$ cat src/rtl/riscpipe_pkg.sv
// rtl/riscpipe_pkg.sv - shared opcodes and hazard shadow-entry type for the 5-stage core
package riscpipe_pkg;

  localparam logic [5:0] OP_RTYPE = 6'd0;
  localparam logic [5:0] OP_IMM   = 6'd10;
  localparam logic [5:0] OP_LW    = 6'd35;
  localparam logic [5:0] OP_BR    = 6'd2;
  localparam logic [5:0] OP_SW    = 6'd43;

  // One in-flight instruction as seen by the hazard unit.
  typedef struct packed {
    logic       valid;
    logic       wr;
    logic [4:0] dst;
    logic       is_load;
  } shadow_entry_t;

  localparam shadow_entry_t SHADOW_BUBBLE = '0;

  // True when a valid source register is produced by a valid, writing entry.
  function automatic logic src_hit(shadow_entry_t e, logic src_valid, logic [4:0] src);
    return e.valid & e.wr & src_valid & (e.dst == src);
  endfunction

endpackage

$ cat src/rtl/hazard_ctrl_decode.sv
// rtl/hazard_ctrl_decode.sv - combinational source/destination decode for hazard detection
import riscpipe_pkg::*;

module hazard_decode (
  input  logic          id_valid,
  input  logic [31:0]   id_instr,
  output logic          src_a_valid,
  output logic [4:0]    src_a,
  output logic          src_b_valid,
  output logic [4:0]    src_b,
  output shadow_entry_t entry
);

  logic [5:0] opcode;
  logic [4:0] rs;
  logic [4:0] rt;
  logic [4:0] rd;
  logic       unused_instr;

  assign opcode       = id_instr[31:26];
  assign rs           = id_instr[25:21];
  assign rt           = id_instr[20:16];
  assign rd           = id_instr[15:11];
  assign unused_instr = ^id_instr[10:0];
  assign src_a        = rs;
  assign src_b        = rt;

  // Classify the opcode; r0 never counts as a source or destination.
  always_comb begin
    logic       use_a;
    logic       use_b;
    logic       has_dst;
    logic [4:0] dst;
    use_a   = 1'b0;
    use_b   = 1'b0;
    has_dst = 1'b0;
    dst     = 5'd0;
    entry   = SHADOW_BUBBLE;
    case (opcode)
      OP_RTYPE: begin use_a = 1'b1; use_b = 1'b1; has_dst = 1'b1; dst = rd; end
      OP_IMM:   begin use_a = 1'b1; has_dst = 1'b1; dst = rt; end
      OP_LW:    begin use_a = 1'b1; has_dst = 1'b1; dst = rt; end
      OP_SW:    begin use_a = 1'b1; use_b = 1'b1; end
      OP_BR:    begin use_a = 1'b1; use_b = 1'b1; end
      default:  begin end
    endcase
    src_a_valid   = id_valid & use_a & (rs != 5'd0);
    src_b_valid   = id_valid & use_b & (rt != 5'd0);
    entry.valid   = id_valid;
    entry.wr      = id_valid & has_dst & (dst != 5'd0);
    entry.dst     = dst;
    entry.is_load = id_valid & (opcode == OP_LW);
  end

endmodule

$ cat src/rtl/hazard_ctrl.sv
// rtl/hazard_ctrl.sv - RAW hazard stall/flush control with shadow pipeline; option HAZARD_FWD_EN
import riscpipe_pkg::*;

module hazard_ctrl #(
  parameter int CNT_W = 16
) (
  input  logic             clk,
  input  logic             rst_n,
  input  logic             id_valid,
  input  logic [31:0]      id_instr,
  input  logic             ex_branch_taken,
  output logic             stall,
  output logic             pc_write,
  output logic             if_id_write,
  output logic             if_id_flush,
  output logic             id_ex_flush,
  output logic [CNT_W-1:0] stall_cnt,
  output logic [CNT_W-1:0] flush_cnt
);

  logic          src_a_valid;
  logic [4:0]    src_a;
  logic          src_b_valid;
  logic [4:0]    src_b;
  shadow_entry_t id_entry;

  shadow_entry_t ex_q, ex_d;
  shadow_entry_t mem_q, mem_d;
  logic [CNT_W-1:0] stall_cnt_q, stall_cnt_d;
  logic [CNT_W-1:0] flush_cnt_q, flush_cnt_d;

  logic hazard;
  logic flush;

  hazard_decode u_decode (
    .id_valid    (id_valid),
    .id_instr    (id_instr),
    .src_a_valid (src_a_valid),
    .src_a       (src_a),
    .src_b_valid (src_b_valid),
    .src_b       (src_b),
    .entry       (id_entry)
  );

`ifdef HAZARD_FWD_EN
  logic unused_shadow;
  assign unused_shadow = ^mem_q;

  // With forwarding, only a load sitting in EX cannot supply its result in time.
  always_comb begin
    hazard = ex_q.is_load &
             (src_hit(ex_q, src_a_valid, src_a) | src_hit(ex_q, src_b_valid, src_b));
  end
`else
  logic unused_shadow;
  assign unused_shadow = ex_q.is_load ^ mem_q.is_load;

  // Without forwarding, any writer still in EX or MEM blocks the consumer.
  always_comb begin
    hazard = src_hit(ex_q, src_a_valid, src_a)  | src_hit(ex_q, src_b_valid, src_b) |
             src_hit(mem_q, src_a_valid, src_a) | src_hit(mem_q, src_b_valid, src_b);
  end
`endif

  // Zero-latency control outputs; reset forces the free-running defaults and a flush beats a stall.
  always_comb begin
    flush       = rst_n & ex_branch_taken;
    stall       = rst_n & hazard & ~ex_branch_taken;
    pc_write    = ~stall;
    if_id_write = ~stall;
    if_id_flush = flush;
    id_ex_flush = flush;
  end

  // Advance the shadow pipeline, inserting a bubble on stall or flush, and bump saturating counters.
  always_comb begin
    ex_d        = (stall | flush) ? SHADOW_BUBBLE : id_entry;
    mem_d       = ex_q;
    stall_cnt_d = stall_cnt_q;
    flush_cnt_d = flush_cnt_q;
    if (stall && (stall_cnt_q != {CNT_W{1'b1}})) begin
      stall_cnt_d = stall_cnt_q + CNT_W'(1);
    end
    if (flush && (flush_cnt_q != {CNT_W{1'b1}})) begin
      flush_cnt_d = flush_cnt_q + CNT_W'(1);
    end
  end

  // State registers with synchronous active-low reset.
  always_ff @(posedge clk) begin
    if (!rst_n) begin
      ex_q        <= SHADOW_BUBBLE;
      mem_q       <= SHADOW_BUBBLE;
      stall_cnt_q <= '0;
      flush_cnt_q <= '0;
    end else begin
      ex_q        <= ex_d;
      mem_q       <= mem_d;
      stall_cnt_q <= stall_cnt_d;
      flush_cnt_q <= flush_cnt_d;
    end
  end

  assign stall_cnt = stall_cnt_q;
  assign flush_cnt = flush_cnt_q;

endmodule

$ cat config.mk
export PLATFORM = sky130hd
export DESIGN_NAME = hazard_ctrl
export DESIGN_NICKNAME = d
export VERILOG_FILES = /design/src/rtl/riscpipe_pkg.sv /design/src/rtl/hazard_ctrl_decode.sv /design/src/rtl/hazard_ctrl.sv
export SDC_FILE = /design/constraint.sdc
export NUM_CORES = 1
export LEC_CHECK = 0
export CAP_MARGIN = 5
export CORE_MARGIN = 4
export CORE_UTILIZATION = 25
export CTS_BUF_LIST = sky130_fd_sc_hd__clkbuf_4 sky130_fd_sc_hd__clkbuf_8
export CTS_CLUSTER_SIZE = 30
export DETAILED_ROUTE_END_ITERATION = 10
export PLACE_DENSITY = 0.46
export RECOVER_POWER = 25
export SETUP_SLACK_MARGIN = 0.3
export SLEW_MARGIN = 10
export SYNTH_ARGS = -nofsm -noshare
export SYNTH_HDL_FRONTEND = slang
export SYNTH_SLANG_ARGS = --single-unit
export TNS_END_PERCENT = 20
$ cat constraint.sdc
create_clock -name clk -period 3.4 [get_ports clk]
set_input_delay 0.68 -clock clk [delete_from_list [all_inputs] [get_ports clk]]
set_output_delay 0.68 -clock clk [all_outputs]
set_load 0.005 [all_outputs]
# Yosys cells after proc, flatten, opt, wreduce, memory -nomap -nowiden
# Cells that the tools add are included.
totals:
  ff_bits: 46
  word_cells: 61
  input_bits: 36
  out_inout_bits: 37
op_classes:
  n_mux: 4
  bitwise_logic: 26
  n_reduce_logical: 11
  addsub: 2
  eq_ne: 10
op_table:
  columns: ["operator", "count"]
  rows:
  - ["16-bit by 1-bit adder with 16-bit output, second input constant", 2]
  - ["16-bit inequality test, second input constant", 2]
  - ["5-bit == test", 4]
  - ["1-bit bitwise AND", 19]
  - ["5-bit nonzero test", 3]
  - ["6-bit == test, second input constant", 2]
  - ["5-bit case mux with 2 select lines", 1]
  - ["6-bit by 2-bit == test with 1-bit output, second input constant", 1]
  - ["6-bit by 4-bit == test with 1-bit output, second input constant", 1]
  - ["6-bit zero test", 1]
  - ["3-bit OR reduction", 2]
  - ["5-bit OR reduction", 1]
  - ["1-bit OR", 4]
  - ["2-bit OR reduction", 2]
  - ["1-bit 2-to-1 mux", 3]
  - ["1-bit NOT", 3]
  - ["1-bit logical AND", 2]

# Longest topological paths before layout
logic_depth:
  depth_word: 14
  depth_mapped: 8
  ltp_nobuf: 7

# By module
# From an unflattened synthesis, not the netlist that was laid out.
hier_totals:
  hier_cells: 299
  area_unflattened_um2: 2562.5
by_module_without_submodules:
  columns: ["mod", "cells_per_inst", "seq_area_each_um2", "n_inst", "area_each_um2"]
  rows:
  - ["hazard_ctrl", 260, 920.9, 1, 2267.2]
  - ["hazard_decode", 39, 0.0, 1, 295.3]

# Worst setup path before layout
# OpenSTA, ideal clock, no wires.
synth_timing:
  path_kind: "input to output"
  from: "in id_instr[26]"
  to: "out pc_write"
  stages: 6
  arrival_time_ns: 2.289
  n_path_buf: 1
  setup_slack_ns: 0.431
  required_ns: 2.720
  cell_sequence: "or3b_4 -> a2111oi_4 -> nor2_1 -> o32a_1 -> nand2b_1 -> buf_4"
synth_via:
  elab_chain_cells: 13
  word_cells_on_any_way: 27
  classes_between: "eq/ne (4); mux (2); bitwise (18); reduce/logical (3)"
synth_lines:
  columns: ["item", "line_no", "source"]
  rows:
  - ["from (decl)", "hazard_ctrl.sv:10", "input logic [31:0] id_instr,"]
  - ["6-bit == test (tied with other cells)", "hazard_ctrl_decode.sv:39", "case (opcode)"]
  - ["5-bit OR reduction (no source line) / 3-bit OR reduction (equally long branches)", null, null]
  - ["1-bit 2-to-1 mux", "hazard_ctrl_decode.sv:39", null]
  - ["1-bit bitwise AND, on equally long branches (2 in a row)", "hazard_ctrl_decode.sv:47, hazard_ctrl_decode.sv:48", null]
  - ["1-bit bitwise AND (2 in a row)", "riscpipe_pkg.sv:22", "return e.valid & e.wr & src_valid & (e.dst == src);"]
  - ["1-bit OR (2 in a row)", "hazard_ctrl.sv:60", "hazard = src_hit(ex_q, src_a_valid, src_a) | src_hit(ex_q, src_b_valid, src_b) |"]
  - ["1-bit OR (*)", "hazard_ctrl.sv:61", "src_hit(mem_q, src_a_valid, src_a) | src_hit(mem_q, src_b_valid, src_b);"]
  - ["1-bit bitwise AND (*) (2 in a row)", "hazard_ctrl.sv:68", "stall = rst_n & hazard & ~ex_branch_taken;"]
  - ["1-bit NOT (*)", null, null]
  - ["to (decl)", "hazard_ctrl.sv:13", "output logic pc_write,"]
# Mark *: on every way between the ends. The rest lies on a longest branch, timed or not.

# Worst setup path after layout
layout_timing:
  from: "in id_instr[29]"
  to: "out stall"
layout_via:
  elab_chain_cells: 12
  word_cells_on_any_way: 26
  classes_between: "eq/ne (4); mux (2); bitwise (17); reduce/logical (3)"
layout_lines:
  columns: ["item", "line_no", "source"]
  rows:
  - ["6-bit == test (tied with other cells)", "hazard_ctrl_decode.sv:39", null]
  - ["5-bit OR reduction (no source line) / 3-bit OR reduction (equally long branches)", null, null]
  - ["1-bit 2-to-1 mux", "hazard_ctrl_decode.sv:39", null]
  - ["1-bit bitwise AND, on equally long branches (2 in a row)", "hazard_ctrl_decode.sv:47, hazard_ctrl_decode.sv:48", null]
  - ["1-bit bitwise AND (2 in a row)", "riscpipe_pkg.sv:22", null]
  - ["1-bit OR (2 in a row)", "hazard_ctrl.sv:60", null]
  - ["1-bit OR (*)", "hazard_ctrl.sv:61", null]
  - ["1-bit bitwise AND (*) (2 in a row)", "hazard_ctrl.sv:68", null]
  - ["to (decl)", "hazard_ctrl.sv:12", "output logic stall,"]
# Marked as above.

==> reports/results.txt <==
For the final setup skew, the log shows 0.00492 ns. The most used flip-flop cell after synthesis is sky130_fd_sc_hd__dfxtp_1. Post-detailed-route via-to-cell ratio: 4.72. Synthesis produced a netlist with a net count of 322. Of the synthesized area, sequential elements account for 37.5%. Counting every sink on the clock net gives 46. The placed wire-length estimate after detailed placement is 5.13 mm, and the total wirelength of the detailed-routed design is 6.75 mm. The site row count came out at 35.

The slack of the critical path is 0.381 ns, and the critical-path maximum fanout is 4. Detailed routing placed a total of 377 um of wire on met3. For this run, design rule violations remaining after detail routing come to 0. The number of hold-repair buffers added at the cts stage is 0. After detailed routing, no signal wire sits above met4. The die outline width came out at 107 um.

The post-synthesis area per instance was 8.64 sq um. Headroom to the max-slew limit came out at -0.389%. The number of hold-slack violations in the final timing report came out at 0. The number of global-route vias before repair was 2,407. 73 I/O pins were placed.

The worst hold path stage count works out to 1. For the number of maximum-capacitance violations, the log shows 1. The flow ran to the end, but the final reports show violations. The number of max-slew violations in the final report came out at 34. The critical path endpoint category was an output port. The async set-or-reset flop fraction in the synthesized netlist is 0%, and the post-route minimum period is 3.02 ns. The tools report the count of warnings emitted by yosys as 0. The data arrival at the endpoint of the critical path was 2.34 ns; the largest net degree at the start of global routing was 35. The run gives 0 as the number of failing setup endpoints in the final timing report.

Ranked by total cell area, the synthesized netlist is headed by sky130_fd_sc_hd__dfxtp_1 (38%), sky130_fd_sc_hd__xor2_1 (9.3%), sky130_fd_sc_hd__nor2_1 (4.0%). Global routing used 12.1% of the available tracks across all layers. For the number of nets with antenna violations after detailed routing, the log shows 0.

The later pin in the worst-skew pair is clocked with a latency of 0.30 ns. The die is 107 um tall. The total overflow left after global routing is 0. Counting tap cells, the placed design contains a total of 484 instances. The post-layout net count is 402.

After clock tree synthesis, the clock-pin slew on the worst setup and hold paths is 0.08 ns. The top-area cell type share of the netlist area is 37.5%. In this run the critical register-to-register path is launched from stall_cnt[0].

Power spread over the standard cell area amounts to 281 nW/um^2. The tools report the endpoint required time on the critical path as 2.72 ns. The per-cell routed wire length came out at 13.7 um.

Among all stages on the critical path, the largest delay is contributed by sky130_fd_sc_hd__or3b_4. The number of synthesized register bits was 46; the total negative slack was 0 ns. The starting density of the core came out at 26.1%. The routed layout has 2,328 vias. TritonCTS built the clock tree. The slew at the pin closest to its max-slew limit was 1.51 ns; the maximum buffer depth of the clock tree was 2.

The multi-input combinational cells in the finished layout cover a total of 1490 sq um. The cell with the most instances after synthesis was sky130_fd_sc_hd__dfxtp_1. After detailed routing, the met2 layer carries 3.06 mm of wire. The number of different library cells used by synthesis comes to 46. The logs give 1.27 nW for the leakage power of the design and 331 MHz for the top achievable clock speed. In this run the tool buffered the top-level ports with 61 buffer cells. The worst register-to-register path has a setup slack of 1.11 ns.

Of all cell types, the one taking the most synthesized area is sky130_fd_sc_hd__dfxtp_1. For the number of diodes added for antenna fixing, the log shows 0. Startpoint class of the critical path: an input port. After the first detailed-routing iteration, the DRC count stood at 52. The cell count after synthesis came out at 284. Before CTS, the worst setup slack after placement is -0.419 ns. The first-pass GRT wire length was 11.4 mm.

The pre-antenna-repair detailed-routing pass consisted of 4 iterations. The number of buffers and inverters on the critical path is 3. The worst hold path terminates at mem_q[7]. The netlist area before placement was 2450 sq um; the critical path's largest stage delay was 0.39 ns.

Type of the worst setup path: in2out. The count of flip-flops with a built-in enable after synthesis was 0. The worst-case IR drop observed on VDD is 124 uV. The path depth of the worst reg2reg path is 7, and the final weighted congestion in routability-driven placement is 0.773. The origin of the worst min-delay path was ex_q[7].

Die area: 11,500 sq um. Ranked by instance count, the synthesized netlist is headed by sky130_fd_sc_hd__dfxtp_1 (46), sky130_fd_sc_hd__nor2_1 (26), sky130_fd_sc_hd__xor2_1 (26). The met1 wire length came out at 3.23 mm.

The tools report the post-layout instance count excluding filler cells as 493. The storage element area was 921 sq um. Setup repair after global routing left no endpoint under its margin. Of the cells placed in the final design, the portion with a size suffix greater than 1 is 13.7%. The critical path goes through clkdlybuf4s15_2 > or3b_4 > a2111oi_4 > nor2_1 > o32a_1 > nand2b_4 > inv_2 > buf_2. Floorplan core area: 9420 sq um.

In this run the worst hold path is classified as reg2reg. The clock buffer count from CTS came out at 5. Cell family with the largest share of critical-path delay: compound AO/OA/AOI/OAI gates. The layout has 995 filler cells.

The logs give 0 for the initial antenna violation count and 2 for the number of levels the H-tree was split into. Of the available clock period, the critical path in the final layout requires 88.8%. In this run the clock root is driven by a sky130_fd_sc_hd__clkbuf_8. The reg-to-reg endpoint is stall_cnt[10].

The final reports fail on max-capacitance violations, max-slew violations. The area growth from synthesis to layout is 39.9%.
layout by cell type (no fill, tap or decap), types with 6 or more instances in the layout:
cell type and count:
sky130_fd_sc_hd__o31ai_1 6, sky130_fd_sc_hd__nand2b_1 7, sky130_fd_sc_hd__dlygate4sd2_1 6, sky130_fd_sc_hd__xor2_1 26
sky130_fd_sc_hd__nor2_1 26, sky130_fd_sc_hd__or4_1 7, sky130_fd_sc_hd__nor4_1 7, sky130_fd_sc_hd__clkdlybuf4s50_1 36
sky130_fd_sc_hd__dlygate4sd3_1 12, sky130_fd_sc_hd__mux2i_1 8, sky130_fd_sc_hd__nand3_1 17, sky130_fd_sc_hd__a22oi_1 6
sky130_fd_sc_hd__o21ai_0 7, sky130_fd_sc_hd__buf_4 23, sky130_fd_sc_hd__and2_0 6, sky130_fd_sc_hd__nand4_1 9
sky130_fd_sc_hd__dfxtp_1 46, sky130_fd_sc_hd__nand2_1 23
final cells by class:
cell class | instances | share of cell area [%]
flip-flops and latches | 46 | 26.8
multi-input cells | 220 | 43.4
inverters | 6 | 0.656
repair buffers | 85 | 22.1
well taps | 129 | 4.70
clock buffers | 5 | 2.01
clock inverters | 2 | 0.292
how the worst max path moves through the flow:
stage,from,end,depth (start not counted)
6_report,id_instr[29],stall,8
3_5_place_dp,id_instr[29],stall,8
4_1_cts,id_instr[16],if_id_write,8
3_3_place_gp,id_instr[29],stall,8
5_1_grt,rst_n,flush_cnt[8],7
2_1_floorplan,id_instr[26],pc_write,6
metal layers:
layer,up-vias,global-route usage (%)
met5,-,0
met4,0,3.01
met3,7,3.55
met2,44,20.1
met1,1084,15.5
li1,1193,-
flip-flops by register name, indices dropped and copies added (netlist names):
register   cells
ex_q           7
mem_q          7
stall_cnt     16
flush_cnt     16
kinds of logic (layout without fill, tap and decap cells):
group | after synthesis | in the layout | synth area share (%)
adder cells (fa/ha/maj) | 2 | 2 | 1.02
flip-flops | 46 | 46 | 37.5
buffers and inverters | 18 | 98 | 3.42
XOR/XNOR | 29 | 29 | 10.4
AND/OR/NAND/NOR | 138 | 138 | 30.9
multiplexers | 8 | 8 | 3.26
AO/OA/AOI/OAI | 43 | 43 | 13.6
through the flow:
stage	hold slack (ns)	utilization [%]	power, mW	cell area [sq um]
5_1_grt	0.487	36.5	1.01	3430
3_5_place_dp	0.450	35.4	0.656	3330
4_1_cts	0.470	36.3	0.980	3420
2_1_floorplan	0.435	-	0.591	2450
6_report	0.472	36.5	0.966	3430
3_3_place_gp	0.446	35.4	0.656	3330
power breakdown:
part           leakage, nW  switching, mW  internal (mW)
registers            0.371        0.00307          0.542
clock network       0.0438          0.186          0.138
logic                0.853         0.0461         0.0505
total                 1.27          0.236          0.730
what timing repair did:
item,in CTS,in global routing
cloned,0,0
endpoints found under the setup margin,3,3
endpoints found under the hold margin,0,0
pin swaps,7,4
buffers inserted,2,0
resized for setup,28,7
Note: power is estimated with default switching activity, not from simulation.
